### src/rtl/pipe_skid_reg_pkg.sv
// Shared pipeline definitions.
// Holds the bit positions of the control word carried down the pipeline and
// the control value that represents a bubble. Also provides a small helper
// that counts held entries for the stage registers.
package pipe_skid_reg_pkg;

    // Width of the control word at its default configuration.
    localparam int CTRL_W_DEFAULT = 4;

    // Bit positions inside the control word.
    localparam int CTRL_REG_WRITE  = 0;
    localparam int CTRL_CSR_WRITE  = 1;
    localparam int CTRL_CSR_RETURN = 2;
    localparam int CTRL_MEM_READ   = 3;

    // A bubble carries no write enables of any kind.
    localparam logic [CTRL_W_DEFAULT-1:0] CTRL_IDLE_DEFAULT = '0;

    // Number of valid entries among the two storage slots.
    function automatic logic [1:0] count_valid(input logic a, input logic b);
        return {1'b0, a} + {1'b0, b};
    endfunction

endpackage

### src/rtl/pipe_skid_reg_entry.sv
// pipe_entry: one storage slot of the skid register.
// A valid bit plus the payload (ctrl, addr, data). 'clear' drops the valid
// bit and wins over 'load'; 'load' captures the incoming payload and sets
// valid. Reset zeroes the whole slot.
// Ports:
//   clk, rst                 clock, synchronous active-low reset
//   load, clear              slot controls
//   d_ctrl, d_addr, d_data   payload to capture on load
//   valid, ctrl, addr, data  current slot contents
module pipe_entry
    import pipe_skid_reg_pkg::*;
#(
    parameter int CTRL_W = CTRL_W_DEFAULT,
    parameter int ADDR_W = 17,
    parameter int DATA_W = 32
) (
    input  logic              clk,
    input  logic              rst,
    input  logic              load,
    input  logic              clear,
    input  logic [CTRL_W-1:0] d_ctrl,
    input  logic [ADDR_W-1:0] d_addr,
    input  logic [DATA_W-1:0] d_data,
    output logic              valid,
    output logic [CTRL_W-1:0] ctrl,
    output logic [ADDR_W-1:0] addr,
    output logic [DATA_W-1:0] data
);

    // NOTE: the payload is reset as well as the valid bit because the head
    // slot drives out_addr/out_data, which must read zero out of reset.
    // Clearing (flush/drain) only drops valid; the stale payload is harmless.
    always_ff @(posedge clk) begin
        if (!rst) begin
            valid <= 1'b0;
            ctrl  <= '0;
            addr  <= '0;
            data  <= '0;
        end else if (clear) begin
            valid <= 1'b0;
        end else if (load) begin
            valid <= 1'b1;
            ctrl  <= d_ctrl;
            addr  <= d_addr;
            data  <= d_data;
        end
    end

endmodule

### src/rtl/pipe_skid_reg.sv
// pipe_skid_reg: two-entry skid buffer between pipeline stages.
// The main slot drives the outputs; the skid slot catches the one entry that
// arrives while the downstream stage is stalled. in_ready depends only on
// state, so out_ready never reaches in_ready combinationally.
// Ports:
//   clk, rst                        clock, synchronous active-low reset
//   in_valid, in_ready              upstream handshake
//   in_ctrl, in_addr, in_data       upstream payload
//   flush                           squash every held entry
//   out_valid, out_ready            downstream handshake
//   out_ctrl, out_addr, out_data    head-entry payload (ctrl idles on bubble)
//   occupancy                       number of held entries, 0..2
module pipe_skid_reg
    import pipe_skid_reg_pkg::*;
#(
    parameter int                DATA_W    = 32,
    parameter int                CTRL_W    = 4,
    parameter int                ADDR_W    = 17,
    parameter logic [CTRL_W-1:0] CTRL_IDLE = CTRL_W'(CTRL_IDLE_DEFAULT)
) (
    input  logic              clk,
    input  logic              rst,
    input  logic              in_valid,
    output logic              in_ready,
    input  logic [CTRL_W-1:0] in_ctrl,
    input  logic [ADDR_W-1:0] in_addr,
    input  logic [DATA_W-1:0] in_data,
    input  logic              flush,
    output logic              out_valid,
    input  logic              out_ready,
    output logic [CTRL_W-1:0] out_ctrl,
    output logic [ADDR_W-1:0] out_addr,
    output logic [DATA_W-1:0] out_data,
    output logic [1:0]        occupancy
);

    logic              main_valid;
    logic [CTRL_W-1:0] main_ctrl;
    logic              skid_valid;
    logic [CTRL_W-1:0] skid_ctrl;
    logic [ADDR_W-1:0] skid_addr;
    logic [DATA_W-1:0] skid_data;

    logic in_xfer;
    logic out_xfer;
    logic main_load;
    logic main_clear;
    logic skid_load;
    logic skid_clear;

    logic [CTRL_W-1:0] main_d_ctrl;
    logic [ADDR_W-1:0] main_d_addr;
    logic [DATA_W-1:0] main_d_data;

    assign in_ready = !skid_valid;
    assign in_xfer  = in_valid && in_ready;
    assign out_xfer = main_valid && out_ready;

    // The skid slot only fills behind a valid main slot, so main is never
    // empty while skid is full. When skid holds an entry it is always older
    // than anything upstream, so it has first claim on main.
    always_comb begin
        main_load   = 1'b0;
        main_clear  = 1'b0;
        skid_load   = 1'b0;
        skid_clear  = 1'b0;
        main_d_ctrl = in_ctrl;
        main_d_addr = in_addr;
        main_d_data = in_data;

        if (skid_valid) begin
            main_d_ctrl = skid_ctrl;
            main_d_addr = skid_addr;
            main_d_data = skid_data;
        end

        if (flush) begin
            main_clear = 1'b1;
            skid_clear = 1'b1;
        end else if (skid_valid) begin
            // Full: upstream is blocked; drain skid into main on a transfer.
            main_load  = out_xfer;
            skid_clear = out_xfer;
        end else if (main_valid) begin
            // One entry: replace, drain, or park the newcomer in skid.
            main_load  = in_xfer && out_xfer;
            main_clear = out_xfer && !in_xfer;
            skid_load  = in_xfer && !out_xfer;
        end else begin
            main_load = in_xfer;
        end
    end

    pipe_entry #(
        .CTRL_W (CTRL_W),
        .ADDR_W (ADDR_W),
        .DATA_W (DATA_W)
    ) u_main (
        .clk    (clk),
        .rst    (rst),
        .load   (main_load),
        .clear  (main_clear),
        .d_ctrl (main_d_ctrl),
        .d_addr (main_d_addr),
        .d_data (main_d_data),
        .valid  (main_valid),
        .ctrl   (main_ctrl),
        .addr   (out_addr),
        .data   (out_data)
    );

    pipe_entry #(
        .CTRL_W (CTRL_W),
        .ADDR_W (ADDR_W),
        .DATA_W (DATA_W)
    ) u_skid (
        .clk    (clk),
        .rst    (rst),
        .load   (skid_load),
        .clear  (skid_clear),
        .d_ctrl (in_ctrl),
        .d_addr (in_addr),
        .d_data (in_data),
        .valid  (skid_valid),
        .ctrl   (skid_ctrl),
        .addr   (skid_addr),
        .data   (skid_data)
    );

    assign out_valid = main_valid;
    // A bubble must never carry write enables downstream.
    assign out_ctrl  = main_valid ? main_ctrl : CTRL_IDLE;
    assign occupancy = count_valid(main_valid, skid_valid);

endmodule

### config.mk
export PLATFORM = sky130hd
export DESIGN_NAME = pipe_skid_reg
export DESIGN_NICKNAME = d
export VERILOG_FILES = /design/src/rtl/pipe_skid_reg_pkg.sv /design/src/rtl/pipe_skid_reg_entry.sv /design/src/rtl/pipe_skid_reg.sv
export SDC_FILE = /design/constraint.sdc
export NUM_CORES = 1
export LEC_CHECK = 0
export ABC_CLOCK_PERIOD_IN_PS = 1670
export CORE_ASPECT_RATIO = 1.75
export CORE_MARGIN = 3
export CORE_UTILIZATION = 40
export CTS_CLUSTER_SIZE = 16
export DETAILED_ROUTE_END_ITERATION = 16
export PLACE_DENSITY = 0.76
export REMOVE_ABC_BUFFERS = 1
export SETUP_SLACK_MARGIN = 0.02
export SLEW_MARGIN = 0
export SYNTH_ARGS = -nofsm -noshare
export SYNTH_HDL_FRONTEND = slang
export SYNTH_HIERARCHICAL = 1
export SYNTH_SLANG_ARGS = --single-unit
### constraint.sdc
create_clock -name clk -period 1.67 [get_ports clk]
set_input_delay 0.167 -clock clk [delete_from_list [all_inputs] [get_ports clk]]
set_output_delay 0.167 -clock clk [all_outputs]
set_load 0.1 [all_outputs]
==> run_results.csv <==
group,metric,value,unit
run_status,outcome,"complete, but fails checks",
run_status,failed_checks,"setup timing",
floorplan,start_util,41.3,%
logic_synthesis,synth_area_leaders,"dfxtp_1 (41%), mux2i_1 (20%), nand2_1 (15%)",
logic_synthesis,synth_top_area_cell,"dfxtp_1",
placement,gp_congestion,0.774,
detailed_routing,wirelength,12800,microns
timing,skew,7.86,ps
clock_tree,cts_hold_buf,0,
logic_synthesis,synth_cells,541,
clock_tree,cts.sinks,108,
clock_tree,clock_latency,340,ps
flow_run,cap_violations,0,
detailed_routing,vias,4006,
floorplan,fp.dieH,157,microns
clock_tree,path_clk_slew,70,ps
timing,max_slew_margin,73.3,%
hold_path,holdCritPathClass,"in2reg",
logic_synthesis,synth-seq-cells,108,
logic_synthesis,yosysWarnings,6,
layout,postLayoutCoreUtil,53.5,%
clock_tree,clockBufferDepth,2,
timing,fin_ws,-21.0,ps
logic_synthesis,ys_seq_area_share,41.4,%
placement,dp_hpwl,8620,microns
worst_setup_path,worstSetupStartpointType,"flip-flop",
global_route,grt_usage,16.4,%
timing,rsz0062_at_grt,"true",
placement,dp_slack,-162,ps
floorplan,pin_count,115,
detailed_routing,drtIter0Drc,154,
power_and_ir_drop,power_density,848,nW/um^2
worst_setup_path,worstSetupPathType,"reg2reg",
layout,layout-drive-gt1-share,23.8,%
timing,finalSetupTns,-111,ps
detailed_routing,drc_errors,0,
global_route,grt_pass1_vias,4100,
timing,fin_crit,1690,ps
floorplan,core-area,12600,sq um
layout,diodes,0,
worst_setup_path,end_kind,"flip-flop",
timing,max_freq,591,MHz
global_route,grt_pass1_wl,19000,microns
detailed_routing,antenna_left,0,
worst_setup_path,worstPathMaxFanout,9,
global_route,grt-ovfl-total,0,
placement,port_buffers,114,
placement,dp_cells,795,
timing,finalHoldViolCount,0,
worst_setup_path,worstPathArrival,1960,ps
timing,fin_crit_sh,101,%
worst_setup_path,r2r_slack,-20,ps
clock_tree,cts_tree,"built",
layout,areaGrowthSynthToFinish,29.5,%
detailed_routing,first_pass_iters,5,
floorplan,die_area,14500,sq um
layout,nets,705,
detailed_routing,routed_via_density,4.90,
layout,final_cell_count_no_fill,818,
worst_setup_path,critPathSlowestCell,"dfxtp_2",
power_and_ir_drop,ir_drop,0.398,mV
clock_tree,htreeDepth,3,
clock_tree,cts_inserted_buffers,9,
worst_setup_path,crit_required,1940,ps
logic_synthesis,synthesis.area,5220,sq um
floorplan,row_count,54,
global_route,antenna_found_initial,0,
timing,setup_viol,12,
logic_synthesis,yosysUniqueCellTypes,19,
worst_setup_path,cp_slowest_stage_delay,350,ps
floorplan,die_x,92.3,microns
worst_setup_path,path_cells,"or2_1, a211oi_2, nor2b_4, buf_12, buf_8, mux2i_1",
worst_setup_path,path_delay_family,"simple AND/OR/NAND/NOR gates",
logic_synthesis,netlist.area_leader.share,41.4,%
worst_setup_path,path_buf_inv,2,
clock_tree,cts_root_buf,"clkbuf_16",
logic_synthesis,syn_area_per_cell,9.64,sq um
detailed_routing,routedWlPerCell,15.7,microns
power_and_ir_drop,leakagePower,2.55,nW
global_route,grt_max_degree,50,
timing,drv_slew,0,
timing,worst_pin_slew,400,ps
timing,hold_slack,220,ps
-- per-stage QoR --
step                instance area (sq um)  total power, mW
floorplan                            4760             3.23
global placement                     6270             3.60
detailed placement                   6270             3.62
CTS                                  6560             5.73
global route                         6760             5.93
finish                               6760             5.73
-- kinds of logic (layout without fill, tap and decap cells) --
logic type	count (synthesis)	count (layout)	synth area share, %
AOI/OAI and AO/OA	3	3	0.552
DFF	108	108	41.4
and+or+nand+nor	227	227	17.2
adders and majority gates	1	1	0.240
buffers and inverters	43	152	8.78
muxes	159	159	31.8
-- routing by layer --
layer / global-route usage, % / wire length [microns]
met5: 0 / 0
met4: 8.36 / 357
met3: 3.30 / 401
met2: 31.9 / 7310
met1: 16.1 / 4770
-- tightest hold or removal path, stage by stage --
cell and delay, ps:
buf_6 190, nand2_1 110, mux2i_1 50
-- worst paths after layout --
| kind | startpoint | endpoint | cells past startpoint |
|---|---|---|---|
| worst min register to register | u_skid/data[26] | u_skid/data[26] | 2 |
| worst max register to register | u_skid/valid | u_main/data[15] | 6 |
| worst max-delay path | u_skid/valid | u_main/data[15] | 6 |
| worst min-delay path | rst | u_main/data[12] | 3 |
-- layout by cell type, fill, tap and decap left out, drive strengths merged --
cell type / n
a211oi: 1
a31o: 1
and2: 4
and4: 1
buf: 76
bufinv: 1
clkbuf: 15
clkdlybuf4s50: 56
clkinv: 1
clkinvlp: 2
dfxtp: 108
ha: 1
inv: 1
mux2: 53
mux2i: 106
nand2: 213
nor2: 4
nor2b: 2
nor3b: 2
o21bai: 1
or2: 1
-- Yosys cell counts --
library cell and instances:
nand2_1 213, dfxtp_1 108, mux2i_1 106, mux2_2 53, buf_2 15, buf_12 12
buf_4 8, buf_6 7, and2_1 4, nor2_1 4, nor2b_4 2, nor3b_1 2
a211oi_2 1, a31o_2 1, and4_1 1, ha_1 1, inv_1 1, o21bai_1 1
or2_1 1
-- flip-flops by register name, indices dropped and copies added (netlist names) --
register	count
u_skid/valid	1
u_main/data	32
u_main/addr	17
u_main/valid	1
u_skid/addr	17
u_main/ctrl	4
u_skid/ctrl	4
u_skid/data	32
-- power breakdown --
| group | leakage (nW) | internal (mW) | switching, mW |
|---|---|---|---|
| Clock | 0.138 | 1.19 | 0.928 |
| Sequential | 0.874 | 2.62 | 0.0305 |
| Combinational | 1.54 | 0.365 | 0.584 |
| Total | 2.55 | 4.18 | 1.54 |
-- area by class of cell --
class	instances	area [sq um]
well taps	168	210
fillers	1148	5880
clock inverters	4	50.0
flip-flops and latches	108	2160
clock buffers	11	243
repair buffers	136	1480
inverters	1	3.75
multi-input cells	390	2610
-- what timing repair did --
action                                  in CTS  in global routing
pin swaps                                    0                  0
resized for setup                            1                  9
gates cloned                                 0                  7
endpoints found under the setup margin       4                 54
buffers inserted                             0                  1
No activity file was read; power rests on OpenSTA's default activity.
